==> src/rtl/button_debouncer.sv <==
// rtl/button_debouncer.sv - push-button synchroniser, debouncer and press/release strobe generator
//
// Purpose:
//   Turns the raw, bouncing, asynchronous push-button pad into a clean
//   debounced level plus one-cycle press and release strobes for the LED
//   colour controller. A two-flop synchroniser feeds a four-state FSM
//   (IDLE, PRESS_WAIT, HELD, RELEASE_WAIT) that has a shared counter.
//
// Optional feature:
//   BUTTON_DEBOUNCER_AUTO_REPEAT_EN - when defined, holding the button in
//   HELD re-fires press_pulse after HOLD_CYCLES cycles and then every
//   REPEAT_CYCLES cycles. When undefined, each accepted press gives exactly
//   one press_pulse and HOLD_CYCLES/REPEAT_CYCLES have no effect.
//
// Ports:
//   clk           - single clock, rising edge
//   rst           - synchronous reset, active low (0 = reset)
//   button_raw    - asynchronous pad input, active high
//   button        - registered debounced level
//   press_pulse   - registered one-cycle strobe on accepted press (and repeat)
//   release_pulse - registered one-cycle strobe on accepted release

module button_debouncer #(
  parameter int DEBOUNCE_CYCLES = 16,
  parameter int HOLD_CYCLES     = 64,
  parameter int REPEAT_CYCLES   = 16
) (
  input  logic clk,
  input  logic rst,
  input  logic button_raw,
  output logic button,
  output logic press_pulse,
  output logic release_pulse
);

  localparam int MAX_AB  = (DEBOUNCE_CYCLES > HOLD_CYCLES) ? DEBOUNCE_CYCLES : HOLD_CYCLES;
  localparam int MAX_CYC = (MAX_AB > REPEAT_CYCLES) ? MAX_AB : REPEAT_CYCLES;
  localparam int CNT_W   = $clog2(MAX_CYC) + 1;

  localparam logic [CNT_W-1:0] DB_LAST = CNT_W'(DEBOUNCE_CYCLES - 1);
  localparam logic [CNT_W-1:0] CNT_ONE = CNT_W'(1);

`ifdef BUTTON_DEBOUNCER_AUTO_REPEAT_EN
  localparam logic [CNT_W-1:0] HOLD_LAST = CNT_W'(HOLD_CYCLES - 1);
  localparam logic [CNT_W-1:0] REP_LAST  = CNT_W'(REPEAT_CYCLES - 1);
`endif

  typedef enum logic [1:0] {
    ST_IDLE,
    ST_PRESS_WAIT,
    ST_HELD,
    ST_RELEASE_WAIT
  } state_e;

  logic             sync1_q;
  logic             sync2_q;
  state_e           state_q, state_d;
  logic [CNT_W-1:0] cnt_q, cnt_d;
  logic             button_q, button_d;
  logic             press_q, press_d;
  logic             release_q, release_d;
`ifdef BUTTON_DEBOUNCER_AUTO_REPEAT_EN
  // Set once the initial hold delay has elapsed; counter then times repeats.
  logic             rep_q, rep_d;
`endif

  logic s;
  assign s = sync2_q;

  always_comb begin
    state_d   = state_q;
    cnt_d     = cnt_q;
    press_d   = 1'b0;
    release_d = 1'b0;
`ifdef BUTTON_DEBOUNCER_AUTO_REPEAT_EN
    rep_d     = rep_q;
`endif

    case (state_q)
      ST_IDLE: begin
        if (s) state_d = ST_PRESS_WAIT;
      end
      ST_PRESS_WAIT: begin
        if (!s) begin
          state_d = ST_IDLE;
        end else if (cnt_q == DB_LAST) begin
          state_d = ST_HELD;
          press_d = 1'b1;
        end else begin
          cnt_d = cnt_q + CNT_ONE;
        end
      end
      ST_HELD: begin
        if (!s) begin
          state_d = ST_RELEASE_WAIT;
        end
`ifdef BUTTON_DEBOUNCER_AUTO_REPEAT_EN
        // Firing at count LAST makes the strobe visible on the following
        // cycle, i.e. HELD cycle HOLD_CYCLES and then every REPEAT_CYCLES.
        else if (rep_q ? (cnt_q == REP_LAST) : (cnt_q == HOLD_LAST)) begin
          press_d = 1'b1;
          rep_d   = 1'b1;
          cnt_d   = '0;
        end else begin
          cnt_d = cnt_q + CNT_ONE;
        end
`endif
      end
      ST_RELEASE_WAIT: begin
        if (s) begin
          state_d = ST_HELD;
        end else if (cnt_q == DB_LAST) begin
          state_d   = ST_IDLE;
          release_d = 1'b1;
        end else begin
          cnt_d = cnt_q + CNT_ONE;
        end
      end
      default: begin
        state_d = ST_IDLE;
      end
    endcase

    // Every state entry starts a fresh count (and a fresh hold delay).
    if (state_d != state_q) begin
      cnt_d = '0;
`ifdef BUTTON_DEBOUNCER_AUTO_REPEAT_EN
      rep_d = 1'b0;
`endif
    end

    // Level follows the next state so it rises/falls with the strobes.
    button_d = (state_d == ST_HELD) || (state_d == ST_RELEASE_WAIT);
  end

  always_ff @(posedge clk) begin
    if (!rst) begin
      sync1_q   <= 1'b0;
      sync2_q   <= 1'b0;
      state_q   <= ST_IDLE;
      cnt_q     <= '0;
      button_q  <= 1'b0;
      press_q   <= 1'b0;
      release_q <= 1'b0;
`ifdef BUTTON_DEBOUNCER_AUTO_REPEAT_EN
      rep_q     <= 1'b0;
`endif
    end else begin
      sync1_q   <= button_raw;
      sync2_q   <= sync1_q;
      state_q   <= state_d;
      cnt_q     <= cnt_d;
      button_q  <= button_d;
      press_q   <= press_d;
      release_q <= release_d;
`ifdef BUTTON_DEBOUNCER_AUTO_REPEAT_EN
      rep_q     <= rep_d;
`endif
    end
  end

  assign button        = button_q;
  assign press_pulse   = press_q;
  assign release_pulse = release_q;

endmodule

==> config.mk <==
export PLATFORM = sky130hd
export DESIGN_NAME = button_debouncer
export DESIGN_NICKNAME = d
export VERILOG_FILES = /design/src/rtl/button_debouncer.sv
export SDC_FILE = /design/constraint.sdc
export NUM_CORES = 1
export LEC_CHECK = 0
export BUFFER_PORTS_ARGS = -buffer_cell sky130_fd_sc_hd__buf_2
export CAP_MARGIN = 20
export CORE_AREA = 2 2 39 41
export CTS_CLUSTER_DIAMETER = 150
export DETAILED_ROUTE_END_ITERATION = 10
export DIE_AREA = 0 0 41 43
export GPL_TIMING_DRIVEN = 1
export HOLD_SLACK_MARGIN = 0.1
export SYNTH_ARGS = -nofsm -noshare
export SYNTH_HDL_FRONTEND = slang
export SYNTH_SLANG_ARGS = --single-unit
==> constraint.sdc <==
create_clock -name clk -period 1.8 [get_ports clk]
set_input_delay 0.54 -clock clk [delete_from_list [all_inputs] [get_ports clk]]
set_output_delay 0.54 -clock clk [all_outputs]
set_load 0.1 [all_outputs]
==> impl_metrics.json <==
{
  "synth_warnings": 0,
  "synth_area_leaders": "dfxtp_1, xnor2_1, nor4_2",
  "clock-sinks": 13,
  "yosys.area_share.adder": 0.0218,
  "syn_inst": 60,
  "ant_nets": 0,
  "dpl_cell_area_um2": 617,
  "powerDensity_nw_per_um2": 764,
  "cp_slowest_cell": "buf_2",
  "synth-compound-area-share": 0.126,
  "timing.rr.start": "cnt_q[0]",
  "routedWlPerCell_um": 12.2,
  "grt_max_degree": 16,
  "final_nets": 73,
  "yosysTopAreaCell": "dfxtp_1",
  "area_delta_synth_final_pct": 12.2,
  "rsz0062_at_grt": "no",
  "diodes": 0,
  "status": "completed",
  "die-area_um2": 1760,
  "fp.dieW_um": 41,
  "crit_path_max_fanout": 6,
  "r2r_slack_ns": 0.34,
  "place_congestion": 0.817,
  "ys_seq_elements": 13,
  "path_delay_family": "buffers and inverters",
  "cp.depth": 1,
  "worstSetupEndpoint": "button",
  "grt_pass1_wl_um": 1650,
  "place_ws_ns": 0.381,
  "clock_skew_ns": 0.000557,
  "crit_start": "button",
  "cts.clk_slew.worst_paths_ns": 0.08,
  "io_buffers": 5,
  "setup_ws_ns": 0.142,
  "finalCritPeriodShare": 0.921,
  "path_cells": "buf_2",
  "clock_latency_ns": 0.28,
  "worstMarginPinSlew_ns": 0.467,
  "vias_per_cell": 5.42,
  "final_cell_mix": "dfxtp_1, nand2_1, buf_2, nor2_1",
  "synth.top_cell.area_share": 0.453,
  "final_common_cell": "dfxtp_1",
  "drc": 0,
  "ys_seq_area_frac": 0.453,
  "ctsHoldBuffers": 0,
  "vias": 455,
  "synth_fp_nets": 64,
  "post-dp-hpwl_um": 742,
  "fp.dieH_um": 43,
  "muxShareOfSynthArea": 0.0349,
  "cts_buffer_depth": 2,
  "drv_cap": 0,
  "grt_overflow": 0,
  "startpoint_type": "flop",
  "maxSlewHeadroom": 0.686,
  "synth_top_family_by_area": "simple AND/OR/NAND/NOR gates",
  "core_area_um2": 1380,
  "cts_resized": 0,
  "irDropWorstVdd_mv": 0.472,
  "synth_cell_types": 26,
  "synthesis.area_um2": 574,
  "arrival_ns": 1.12,
  "stdcell_area_um2": 644,
  "clockRootBuffer": "clkbuf_4",
  "slew_viol_final": 0,
  "fin_util": 0.466,
  "finalWirelength_um": 1020,
  "avgSynthCellArea_um2": 9.57,
  "worstReg2RegEnd": "cnt_q[6]",
  "tns_ns": 0,
  "initial_core_util": 0.415,
  "yosys.area_share.simple": 0.283,
  "setup_viol": 0,
  "cp_num_buf_inv": 1,
  "cpPeakStageDelay_ns": 0.44,
  "fmaxAchievable_mhz": 603,
  "drtPass1Iterations": 4,
  "grt_pass1_vias": 408,
  "fill_cells": 129,
  "critPathCaptureType": "output port",
  "hold_class": "flop to flop",
  "worstPathRequired_ns": 1.26,
  "min_period_ns": 1.66,
  "fp-row-count": 14,
  "post_cts_buffers": 0,
  "ios": 6,
  "grt_use_total": 0.143,
  "hold_viol_final": 0,
  "antenna_found_initial": 0,
  "r2r_cells": 5,
  "p_leak_uw": 0.000245,
  "drt_iter0_markers": 7,
  "synthXorXnorAreaFrac": 0.0610,
  "htree_levels": 1,
  "layout-drive-gt1-share": 0.206,
  "cts_tree": "built",
  "cts_buffers": 3,
  "criticalPathCategory": "flop to output port"
}
==> worst min-delay path by stage <==
stage / endpoint / depth (start not counted) / from
after floorplan: s / 1 / sync1_q
after global placement: s / 1 / sync1_q
after detailed placement: s / 1 / sync1_q
after CTS: s / 1 / sync1_q
after global routing: s / 1 / sync1_q
final: s / 1 / sync1_q
==> flip-flops by register name (all words and copies together) (netlist names) <==
signal / flops
sync1_q: 1
button: 1
cnt_q: 7
s: 1
press_pulse: 1
release_pulse: 1
state_q: 1
==> report_power, final <==
group,switching [µW],internal [µW]
sequential,2.55,290
clock,97.5,82.4
combinational,12.0,7.53
==> through the flow <==
step,power [µW],hold WS [ns],cells
floorplan,313,0.412,60
finish,492,0.439,84
CTS,504,0.446,84
detailed placement,319,0.425,80
global route,513,0.470,84
global placement,319,0.416,80
==> area by class of cell <==
type                       instances  area (µm²)  share of cell area
tap                               16        20.0              0.0311
sequential                        13         262               0.406
clock inverter                     1        5.00             0.00777
multi-input combinational         44         303               0.470
inverter                           2        7.51              0.0117
clock buffer                       3        22.5              0.0350
timing repair buffer               5        25.0              0.0388
==> cell families (layout without fill, tap and decap cells) <==
logic type,after synthesis,count (layout)
AND/OR/NAND/NOR,28,28
flip-flops,13,13
AO/OA/AOI/OAI,9,9
XOR/XNOR,4,4
buffers and inverters,3,11
multiplexers,2,2
adder cells (fa/ha/maj),1,1
==> routing by layer <==
metal  vias up  track usage  wire length, µm
met5         -            0                0
met4         0        0.120               19
met3         4       0.0314               42
met2        13        0.200              470
met1       209        0.175              489
li1        229            -                -
==> cells in the mapped netlist (all sizes together) <==
master,number
a31o,1
nor4,2
nor2,4
inv,2
xor2,1
nand2,6
o32ai,1
dfxtp,13
a32o,1
a22oi,1
xnor2,3
o21ai,3
nand3b,1
a41o,1
and2,2
nand4,1
nor3,1
nand3,3
ha,1
mux2i,2
and3,2
a211oi,1
nor3b,3
nor2b,3
clkbuf,1
Power figures use the tool's default switching activity.
